--- config.mk ---
export PLATFORM = sky130hd
export DESIGN_NAME = score_keeper_flat
export DESIGN_NICKNAME = d
export VERILOG_FILES = /design/src/rtl/score_keeper_if.sv /design/src/rtl/score_keeper.sv /design/src/flat_wrapper.sv
export SDC_FILE = /design/constraint.sdc
export NUM_CORES = 1
export LEC_CHECK = 0
export CORE_ASPECT_RATIO = 1.75
export CORE_UTILIZATION = 56
export CTS_CLUSTER_SIZE = 30
export DETAILED_ROUTE_END_ITERATION = 8
export PLACE_DENSITY = 0.78
export SLEW_MARGIN = 20
export SYNTH_ARGS = -nofsm -noshare
export SYNTH_HDL_FRONTEND = slang
export SYNTH_SLANG_ARGS = --single-unit
--- constraint.sdc ---
create_clock -name clk -period 5.49 [get_ports clk]
set_input_delay 1.098 -clock clk [delete_from_list [all_inputs] [get_ports clk]]
set_output_delay 1.098 -clock clk [all_outputs]
set_load 0.02 [all_outputs]
--- src/rtl/score_keeper_if.sv ---
// Bundles the score keeper's game inputs and display/score outputs.
interface score_keeper_if;
  logic       miss_left;
  logic       miss_right;
  logic       vblank;
  logic       new_game;
  logic [3:0] score_left;
  logic [3:0] score_right;
  logic       serve;
  logic       serve_dir;
  logic       game_over;
  logic [3:0] an;
  logic [6:0] seg;
  logic       dp;

  modport master (
    output miss_left, miss_right, vblank, new_game,
    input  score_left, score_right, serve, serve_dir, game_over, an, seg, dp
  );

  modport slave (
    input  miss_left, miss_right, vblank, new_game,
    output score_left, score_right, serve, serve_dir, game_over, an, seg, dp
  );
endinterface

--- src/rtl/score_keeper.sv ---
// Pong score keeper: serve timing, point scoring, game-over detection and a
// four-digit multiplexed seven-segment score display.
module score_keeper #(
  parameter int unsigned WIN_SCORE   = 9,
  parameter int unsigned SERVE_DELAY = 120,
  parameter int unsigned REFRESH_DIV = 50000
) (
  input logic           clk,
  input logic           rst_n,
  score_keeper_if.slave bus
);
  localparam int unsigned SCORE_W = 4;
  localparam int unsigned FRAME_W = 8;
  localparam int unsigned REF_W   = (REFRESH_DIV > 1) ? $clog2(REFRESH_DIV) : 1;

  localparam logic [SCORE_W-1:0] WIN      = SCORE_W'(WIN_SCORE);
  localparam logic [FRAME_W-1:0] DELAY    = FRAME_W'(SERVE_DELAY);
  localparam logic [REF_W-1:0]   REF_LAST = REF_W'(REFRESH_DIV - 1);
  localparam logic [6:0]         SEG_DASH = 7'b0111111;

  typedef enum logic [1:0] {ST_SERVE, ST_PLAY, ST_GAME_OVER} state_e;

  logic miss_l_q, miss_r_q, vblank_q, new_game_q, armed_q;
  logic miss_l_rise, miss_r_rise, vblank_rise, new_game_rise;

  state_e               state_q, state_d;
  logic [FRAME_W-1:0]   frame_q, frame_d, frame_inc;
  logic [SCORE_W-1:0]   score_l_q, score_l_d, score_l_inc;
  logic [SCORE_W-1:0]   score_r_q, score_r_d, score_r_inc;
  logic                 serve_q, serve_d, dir_q, dir_d, over_q, over_d;
  logic [REF_W-1:0]     ref_q, ref_d;
  logic [1:0]           digit_q, digit_d;
  logic [3:0]           an_q, an_d;
  logic [6:0]           seg_q, seg_d;
  logic                 dp_q, dp_d;

  function automatic logic [6:0] seg_decode(input logic [3:0] v);
    case (v)
      4'd0:    return 7'b1000000;
      4'd1:    return 7'b1111001;
      4'd2:    return 7'b0100100;
      4'd3:    return 7'b0110000;
      4'd4:    return 7'b0011001;
      4'd5:    return 7'b0010010;
      4'd6:    return 7'b0000010;
      4'd7:    return 7'b1111000;
      4'd8:    return 7'b0000000;
      4'd9:    return 7'b0010000;
      default: return 7'b1111111;
    endcase
  endfunction

  // armed_q masks the first cycle after reset so inputs already high at release are not edges
  assign miss_l_rise   = armed_q & bus.miss_left  & ~miss_l_q;
  assign miss_r_rise   = armed_q & bus.miss_right & ~miss_r_q;
  assign vblank_rise   = armed_q & bus.vblank     & ~vblank_q;
  assign new_game_rise = armed_q & bus.new_game   & ~new_game_q;

  assign frame_inc   = FRAME_W'(frame_q + FRAME_W'(1));
  assign score_l_inc = (score_l_q < WIN) ? SCORE_W'(score_l_q + SCORE_W'(1)) : score_l_q;
  assign score_r_inc = (score_r_q < WIN) ? SCORE_W'(score_r_q + SCORE_W'(1)) : score_r_q;

  // Game FSM next state, scores and serve control
  always_comb begin
    state_d   = state_q;
    frame_d   = frame_q;
    score_l_d = score_l_q;
    score_r_d = score_r_q;
    serve_d   = 1'b0;
    dir_d     = dir_q;
    if (new_game_rise) begin
      state_d   = ST_SERVE;
      frame_d   = '0;
      score_l_d = '0;
      score_r_d = '0;
      dir_d     = 1'b0;
    end else begin
      unique case (state_q)
        ST_SERVE: begin
          if (vblank_rise) begin
            frame_d = frame_inc;
            if (frame_inc == DELAY) begin
              serve_d = 1'b1;
              state_d = ST_PLAY;
              frame_d = '0;
            end
          end
        end
        ST_PLAY: begin
          if (miss_l_rise && miss_r_rise) begin
            state_d = ST_SERVE;
          end else if (miss_l_rise) begin
            score_r_d = score_r_inc;
            dir_d     = 1'b0;
            state_d   = (score_r_inc == WIN) ? ST_GAME_OVER : ST_SERVE;
          end else if (miss_r_rise) begin
            score_l_d = score_l_inc;
            dir_d     = 1'b1;
            state_d   = (score_l_inc == WIN) ? ST_GAME_OVER : ST_SERVE;
          end
        end
        ST_GAME_OVER: state_d = ST_GAME_OVER;
        default:      state_d = ST_SERVE;
      endcase
    end
    over_d = (state_d == ST_GAME_OVER);
  end

  // Display scan; built from next-state values so an, seg and dp move together
  always_comb begin
    ref_d   = (ref_q == REF_LAST) ? '0 : REF_W'(ref_q + REF_W'(1));
    digit_d = (ref_q == REF_LAST) ? 2'(digit_q + 2'd1) : digit_q;
    an_d    = ~(4'b0001 << digit_d);
    unique case (digit_d)
      2'd0:    seg_d = seg_decode(score_r_d);
      2'd3:    seg_d = seg_decode(score_l_d);
      default: seg_d = SEG_DASH;
    endcase
    dp_d = 1'b1;
    if (over_d && digit_d == 2'd3 && score_l_d == WIN) dp_d = 1'b0;
    if (over_d && digit_d == 2'd0 && score_r_d == WIN) dp_d = 1'b0;
  end

  always_ff @(posedge clk or negedge rst_n) begin
    if (!rst_n) begin
      miss_l_q   <= 1'b0;
      miss_r_q   <= 1'b0;
      vblank_q   <= 1'b0;
      new_game_q <= 1'b0;
      armed_q    <= 1'b0;
      state_q    <= ST_SERVE;
      frame_q    <= '0;
      score_l_q  <= '0;
      score_r_q  <= '0;
      serve_q    <= 1'b0;
      dir_q      <= 1'b0;
      over_q     <= 1'b0;
      ref_q      <= '0;
      digit_q    <= '0;
      an_q       <= 4'b1110;
      seg_q      <= 7'b1000000;
      dp_q       <= 1'b1;
    end else begin
      miss_l_q   <= bus.miss_left;
      miss_r_q   <= bus.miss_right;
      vblank_q   <= bus.vblank;
      new_game_q <= bus.new_game;
      armed_q    <= 1'b1;
      state_q    <= state_d;
      frame_q    <= frame_d;
      score_l_q  <= score_l_d;
      score_r_q  <= score_r_d;
      serve_q    <= serve_d;
      dir_q      <= dir_d;
      over_q     <= over_d;
      ref_q      <= ref_d;
      digit_q    <= digit_d;
      an_q       <= an_d;
      seg_q      <= seg_d;
      dp_q       <= dp_d;
    end
  end

  assign bus.score_left  = score_l_q;
  assign bus.score_right = score_r_q;
  assign bus.serve       = serve_q;
  assign bus.serve_dir   = dir_q;
  assign bus.game_over   = over_q;
  assign bus.an          = an_q;
  assign bus.seg         = seg_q;
  assign bus.dp          = dp_q;
endmodule

--- src/flat_wrapper.sv ---
// flat-port wrapper written by rule: the top's interface ports become plain ports
module score_keeper_flat 
#(
  parameter int unsigned WIN_SCORE   = 9,
  parameter int unsigned SERVE_DELAY = 120,
  parameter int unsigned REFRESH_DIV = 50000
)
  (clk, rst_n, bus_miss_left, bus_miss_right, bus_vblank, bus_new_game, bus_score_left, bus_score_right, bus_serve, bus_serve_dir, bus_game_over, bus_an, bus_seg, bus_dp);
  score_keeper_if bus_i ();
  input logic clk;
  input logic rst_n;
  input wire logic [$bits(bus_i.miss_left)-1:0] bus_miss_left;
  input wire logic [$bits(bus_i.miss_right)-1:0] bus_miss_right;
  input wire logic [$bits(bus_i.vblank)-1:0] bus_vblank;
  input wire logic [$bits(bus_i.new_game)-1:0] bus_new_game;
  output wire logic [$bits(bus_i.score_left)-1:0] bus_score_left;
  output wire logic [$bits(bus_i.score_right)-1:0] bus_score_right;
  output wire logic [$bits(bus_i.serve)-1:0] bus_serve;
  output wire logic [$bits(bus_i.serve_dir)-1:0] bus_serve_dir;
  output wire logic [$bits(bus_i.game_over)-1:0] bus_game_over;
  output wire logic [$bits(bus_i.an)-1:0] bus_an;
  output wire logic [$bits(bus_i.seg)-1:0] bus_seg;
  output wire logic [$bits(bus_i.dp)-1:0] bus_dp;
  assign bus_i.miss_left = bus_miss_left;
  assign bus_i.miss_right = bus_miss_right;
  assign bus_i.vblank = bus_vblank;
  assign bus_i.new_game = bus_new_game;
  assign bus_score_left = bus_i.score_left;
  assign bus_score_right = bus_i.score_right;
  assign bus_serve = bus_i.serve;
  assign bus_serve_dir = bus_i.serve_dir;
  assign bus_game_over = bus_i.game_over;
  assign bus_an = bus_i.an;
  assign bus_seg = bus_i.seg;
  assign bus_dp = bus_i.dp;
  score_keeper #(.WIN_SCORE(WIN_SCORE), .SERVE_DELAY(SERVE_DELAY), .REFRESH_DIV(REFRESH_DIV)) u_core (.clk(clk), .rst_n(rst_n), .bus(bus_i));
endmodule
==> run metrics, run 1 <==
status=completed; Cell Rows=36; asr flop ratio synth=1.00; vias per cell=around 5.9; Synth Register Bits=56; Clock H-tree levels=2; Detailed Route WL=6830 µm; maximum clock insertion buffer count=2; Initial Util=0.576; Main synth FF type=dfrtp_1; CP Max Fanout=6; TritonCTS Buffers=5; nature of the critical path endpoint=flop; Max Freq=0.265 GHz; Worst path max stage delay=~0.52 ns; crit start category=input port; slowest CP cell=clkdlybuf4s50_1; remaining global-route overflow=0; clock tree root driver cell=clkbuf_8; post-route clock period utilization=0.687; vias in the first global route=2397; Post-Syn Area=between 3000 and 4000 µm²; Relative slew margins=0.463; Worst path depth=10; Combinational Power Share=0.043; CP arrival=around 3.9 ns; Max VDD drop=0.177 mV; RSZ-0062 raised after global routing=false; Pleak=~1.6 nW; skew final=0.00871 ns; final worst path period need=3.77 ns; clk_lat worst skew=0.32 ns; endpoints failing setup=0; worst path bufs/invs=2; total number of vias=2450; Seq pwr share=0.544; power share of the clock group=0.413; CP required=around 5.7 ns; io pins=29; core region area=5540 µm²; I/O Buffers=28; hold path depth=1; Post-synth EDFFs=0; post-synth top area share=0.400; Final Wtd Congestion=0.940; Routed Antenna Nets=0; Crit Reg-Reg Endpoint=u_core.bus.seg[5]; worst setup path endpoint=u_core.bus.seg[5]; die span in x=59.1 µm; layout cells sized above 1=0.102; crit-path leading delay family=simple AND/OR/NAND/NOR gates; P_int=614 µW; Post-Route Setup TNS=0 ns; Sw Ratio=0.217; syn nets=approximately 340; hold_buf cts=0; routed length per instance=approximately 16 µm; Tot Pwr=around 780 µW; Switch Pwr=around 170 µW; Synth Area per Inst=10.3 µm²; Reg2Reg Launch Point=u_core.bus.score_right[0]; initial antenna violation count=0; r2r setup slk=2.31 ns; Met3 Routed Length=226 µm; WL met2=3720 µm; commonest non-fill, non-tap cell in the layout=dfrtp_1; met1 WL=2720 µm; synth warn=0; Layout Utilization=0.664; die height=102 µm; DP HPWL=~5000 µm; number of iterations in the first detailed-routing pass=4; Post-Synthesis Cells=about 310; Synth area leader=dfrtp_1; CP Cell Sequence=clkdlybuf4s50_1 -> nand3b_2 -> a2111oi_4 -> mux2_4 -> nand2_1 -> inv_1 -> ha_1 -> or4_1 -> o21ai_1 -> o221ai_1; Top Metal Used=met4; largest net degree at the start of global routing=57; most area-consuming cells after synthesis=dfrtp_1, ha_1, dfstp_2; most frequent cells in the layout=dfrtp_1, clkdlybuf4s50_1, nor2_1, ha_1, nand2_1; 1st-iter DRT viols=140; Reg2Reg Depth=11; final hold vios=0; Sink Count=56; count of pins over their slew limit=0; Worst setup startpoint=bus_miss_left; post-synth cell types=70; # Post-CTS Setup Buffers=0; MaxCap Viol Count=0; worst hold path type=flop to flop; detailed-route DRC error count=0; aggregate global-route resource usage=0.244; worst-margin pin slew=0.806 ns; nets@finish=369; # resized after CTS=0; Power Dens Cells=213 nW/µm²; CTS tree=yes; critical path type=input port to flop; ANT cells=0; first-pass GRT wire length=11100 µm; Die ar.=6020 µm²; sequential area share after synthesis=0.441; area delta synth->final=15.3%; Worst-path clk slew=0.11 ns
-- synthesized netlist by cell type (3+ instances only) --
cell,instances
dfrtp_1,51
a22o_1,3
clkbuf_1,4
nand4_1,3
nand4b_1,3
mux2i_1,6
or3_1,4
nor3_1,3
inv_2,3
nand2_1,20
o21ai_0,8
and3_1,5
dfstp_2,5
nor2_1,22
a21oi_1,10
a211oi_1,3
ha_1,22
nand3_1,19
o221ai_1,6
xnor2_1,11
nand2b_1,7
inv_1,18
nor2b_1,6
xor2_1,11
-- final cells by class --
cell class,count,area (µm²)
Tap cell,76,95.1
Fill cell,464,1860
Inverter,21,78.8
Sequential cell,56,1410
Clock inverter,3,68.8
Clock buffer,5,68.8
Multi-Input combinational cell,227,1670
Timing Repair Buffer,30,290
-- stage by stage --
stage               cells  setup WS [ns]  hold slack [ns]  cell area (µm²)
CTS                   418           1.75            0.497             3680
global placement      410           1.52            0.476             3540
floorplan             311           2.19            0.456             3190
global route          418           1.58            0.516             3680
detailed placement    410           1.40            0.483             3540
finish                418           1.72            0.503             3680
-- worst register-to-register path, cell delays in order, from the launching register on --
cell and delay, ns:
dfrtp_1 0.51, inv_1 0.10, ha_1 0.16, nand2b_1 0.13, a2111oi_4 0.48, mux2_4 0.37, nand2_1 0.14, inv_1 0.13
ha_1 0.25, or4_1 0.52, o21ai_1 0.10, o221ai_1 0.13
-- power groups by stage --
stage                     sequential (mW)  clock (mW)  combinational, mW
after global placement              0.433           0             0.0328
after CTS                           0.426       0.328             0.0348
after detailed placement            0.434           0             0.0343
after floorplan                     0.432           0             0.0181
after global routing                0.427       0.345             0.0387
final                               0.426       0.324             0.0339
-- registers in the layout (all words and copies together) (netlist names) --
register	flops
u_core.armed_q	1
u_core.bus.an	4
u_core.bus.dp	1
u_core.bus.game_over	1
u_core.bus.score_left	4
u_core.bus.score_right	4
u_core.bus.seg	7
u_core.bus.serve	1
u_core.bus.serve_dir	1
u_core.digit_q	2
u_core.frame_q	8
u_core.miss_l_q	1
u_core.miss_r_q	1
u_core.new_game_q	1
u_core.ref_q	16
u_core.state_q	2
u_core.vblank_q	1
-- worst min-delay path by stage --
| stage | start | end |
|---|---|---|
| 2_1_floorplan | u_core.ref_q[11] | u_core.ref_q[11] |
| 3_3_place_gp | u_core.ref_q[11] | u_core.ref_q[11] |
| 3_5_place_dp | u_core.ref_q[11] | u_core.ref_q[11] |
| 4_1_cts | u_core.ref_q[11] | u_core.ref_q[11] |
| 5_1_grt | u_core.ref_q[11] | u_core.ref_q[11] |
| 6_report | u_core.ref_q[11] | u_core.ref_q[11] |
-- cell families (layout without fill, tap and decap cells) --
| kind of cell | count (synthesis) | in the layout | synth area share |
|---|---|---|---|
| buffers and inverters | 28 | 59 | 0.0357 |
| xor gates and xnor gates | 22 | 22 | 0.0603 |
| DFF | 56 | 56 | 0.441 |
| other | 1 | 1 | 0.00117 |
| adders and majority gates | 22 | 22 | 0.0862 |
| muxes | 9 | 9 | 0.0306 |
| and+or+nand+nor | 113 | 113 | 0.197 |
| AOI/OAI and AO/OA | 60 | 60 | 0.148 |
-- routing by layer --
metal	vias up	GRT usage
met2	59	0.439
li1	1169	-
met3	15	0.0380
met5	-	0
met1	1207	0.282
met4	0	0.0989
No activity file was read; power rests on OpenSTA's default activity.
==> inputs of run 2 (changes only) <==
==> constraint.sdc (replaced) <==
create_clock -name clk -period 3.8 [get_ports clk]
set_input_delay 0.76 -clock clk [delete_from_list [all_inputs] [get_ports clk]]
set_output_delay 0.76 -clock clk [all_outputs]
set_load 0.02 [all_outputs]
==> run metrics, run 2 (synthesized netlist as in run 1, its figures left out) <==
status=completed; max reg flops=16; CTS tree=yes; routed length per instance=16.3 µm; CP Cell Sequence=clkdlybuf4s50_1 -> nand3b_2 -> a2111oi_4 -> mux2_4 -> nand2_1 -> inv_1 -> ha_1 -> or4_1 -> o21ai_1 -> o221ai_1; CP Max Fanout=6; Initial Util=0.576; vias per cell=5.95; slowest CP cell=clkdlybuf4s50_1; hold path depth=1; total number of vias=2505; die height=102 µm; aggregate global-route resource usage=0.251; hold_ws=0.499 ns; Post-Route Setup TNS=0 ns; Most flops, register=u_core.ref_q; worst hold path type=flop to flop; detailed-route DRC error count=0; most frequent cells in the layout=dfrtp_1, clkdlybuf4s50_1, nor2_1, ha_1, nand2_1; final hold vios=0; Crit Reg-Reg Endpoint=u_core.bus.seg[5]; # resized after CTS=0; worst-margin pin slew=0.787 ns; pre-CTS setup slack=0.172 ns; Pleak=1.63 nW; worst hold path startpoint=u_core.ref_q[13]; crit-path leading delay family=simple AND/OR/NAND/NOR gates; ANT cells=0; Worst path max stage delay=0.54 ns; # Post-CTS Setup Buffers=0; Power Dens Cells=318 nW/µm²; Clock H-tree levels=2; area delta synth->final=16.7%; Max VDD drop=between 0.15 and 0.2 mV; first-pass GRT wire length=approximately 11000 µm; core region area=5540 µm²; final worst path period need=3.31 ns; layout cells sized above 1=0.110; io pins=29; Layout fillers=459; number of iterations in the first detailed-routing pass=4; Multi-input gate area=1670 µm²; maximum clock insertion buffer count=2; critical path type=input port to flop; TritonCTS Buffers=5; initial antenna violation count=0; Hold Crit Endpoint=u_core.ref_q[13]; I/O Buffers=28; Routed Antenna Nets=0; r2r setup slk=0.74 ns; 1st-iter DRT viols=76; remaining global-route overflow=0; PnR worst setup slack=just under 0.5 ns; post-route clock period utilization=0.872; CP required=between 3 and 4 ns; die span in x=59.1 µm; vias in the first global route=2479; Relative slew margins=0.475; CP arrival=roughly 3.5 ns; Cell Rows=36; RSZ-0062 raised after global routing=false; nature of the critical path endpoint=flop; count of pins over their slew limit=0; Reg2Reg Depth=11; Die ar.=6020 µm²; MaxCap Viol Count=0; Reg2Reg Launch Point=u_core.bus.score_right[0]; Max Freq=0.302 GHz; Worst setup startpoint=bus_miss_left; hold_buf cts=0; Sink Count=56; worst path bufs/invs=2; clk_lat worst skew=between 0.3 and 0.4 ns; nets@finish=372; Layout Utilization=0.672; Final Wtd Congestion=0.898; skew final=0.00668 ns; commonest non-fill, non-tap cell in the layout=dfrtp_1; sequential cell area=1410 µm²; clock tree root driver cell=clkbuf_8; Worst-path clk slew=0.09 ns; endpoints failing setup=0; largest net degree at the start of global routing=37; Detailed Route WL=6850 µm; DP HPWL=5060 µm; crit start category=input port
run 2: cell types whose count changed in the layout (fill, tap and decap cells not counted), sizes merged:
cell,change
inv,-1
bufinv,+1
buf,+3
run 2: worst register-to-register path, delay by kind of cell (launching register included):
family	cells	cell delay, ns
simple gates	3	0.80
compound gates	3	0.63
flops	1	0.51
fa+ha+maj	2	0.39
mux	1	0.36
buf+inv	2	0.22
run 2: report_power, final:
part           switching (mW)  internal (mW)
Sequential            0.00993          0.605
Clock                   0.193          0.329
Combinational          0.0318         0.0170
run 2: how the worst max path moves through the flow:
stage | endpoint | slack [ns] | cells after the start
2_1_floorplan | u_core.bus.seg[5] | 0.75 | 12
4_1_cts | u_core.bus.seg[5] | 0.50 | 10
5_1_grt | u_core.bus.seg[5] | 0.40 | 10
3_3_place_gp | u_core.bus.seg[5] | 0.24 | 10
3_5_place_dp | u_core.bus.seg[5] | 0.17 | 10
6_report | u_core.bus.seg[5] | 0.49 | 10
run 2: layer usage:
metal	part of all wire	global-route usage	up-vias
met2	0.55	0.440	59
met4	0.047	0.150	0
met3	0.025	0.0380	22
met1	0.38	0.279	1245
li1	-	-	1179
met5	0	0	-
run 2: through the flow:
step	area, µm²	instances	power, mW
2_1_floorplan	3190	311	0.651
3_3_place_gp	3570	413	0.675
3_5_place_dp	3570	413	0.676
4_1_cts	3720	421	1.20
5_1_grt	3720	421	1.23
6_report	3720	421	1.19
run 2: cell type report:
type                            instances  area share
Multi-Input combinational cell        227       0.449
Clock inverter                          3      0.0242
Clock buffer                            5      0.0185
Timing Repair Buffer                   33      0.0840
Tap cell                               76      0.0255
Inverter                               21      0.0212
Sequential cell                        56       0.378
==> inputs of run 3 (changes only) <==
--- a/config.mk
+++ b/config.mk
@@ -14,3 +14,4 @@
 export SYNTH_ARGS = -nofsm -noshare
 export SYNTH_HDL_FRONTEND = slang
 export SYNTH_SLANG_ARGS = --single-unit
+export TNS_END_PERCENT = 30
==> results of run 3 <==
The final DEF is identical to that of run 2; final timing and power are the same.
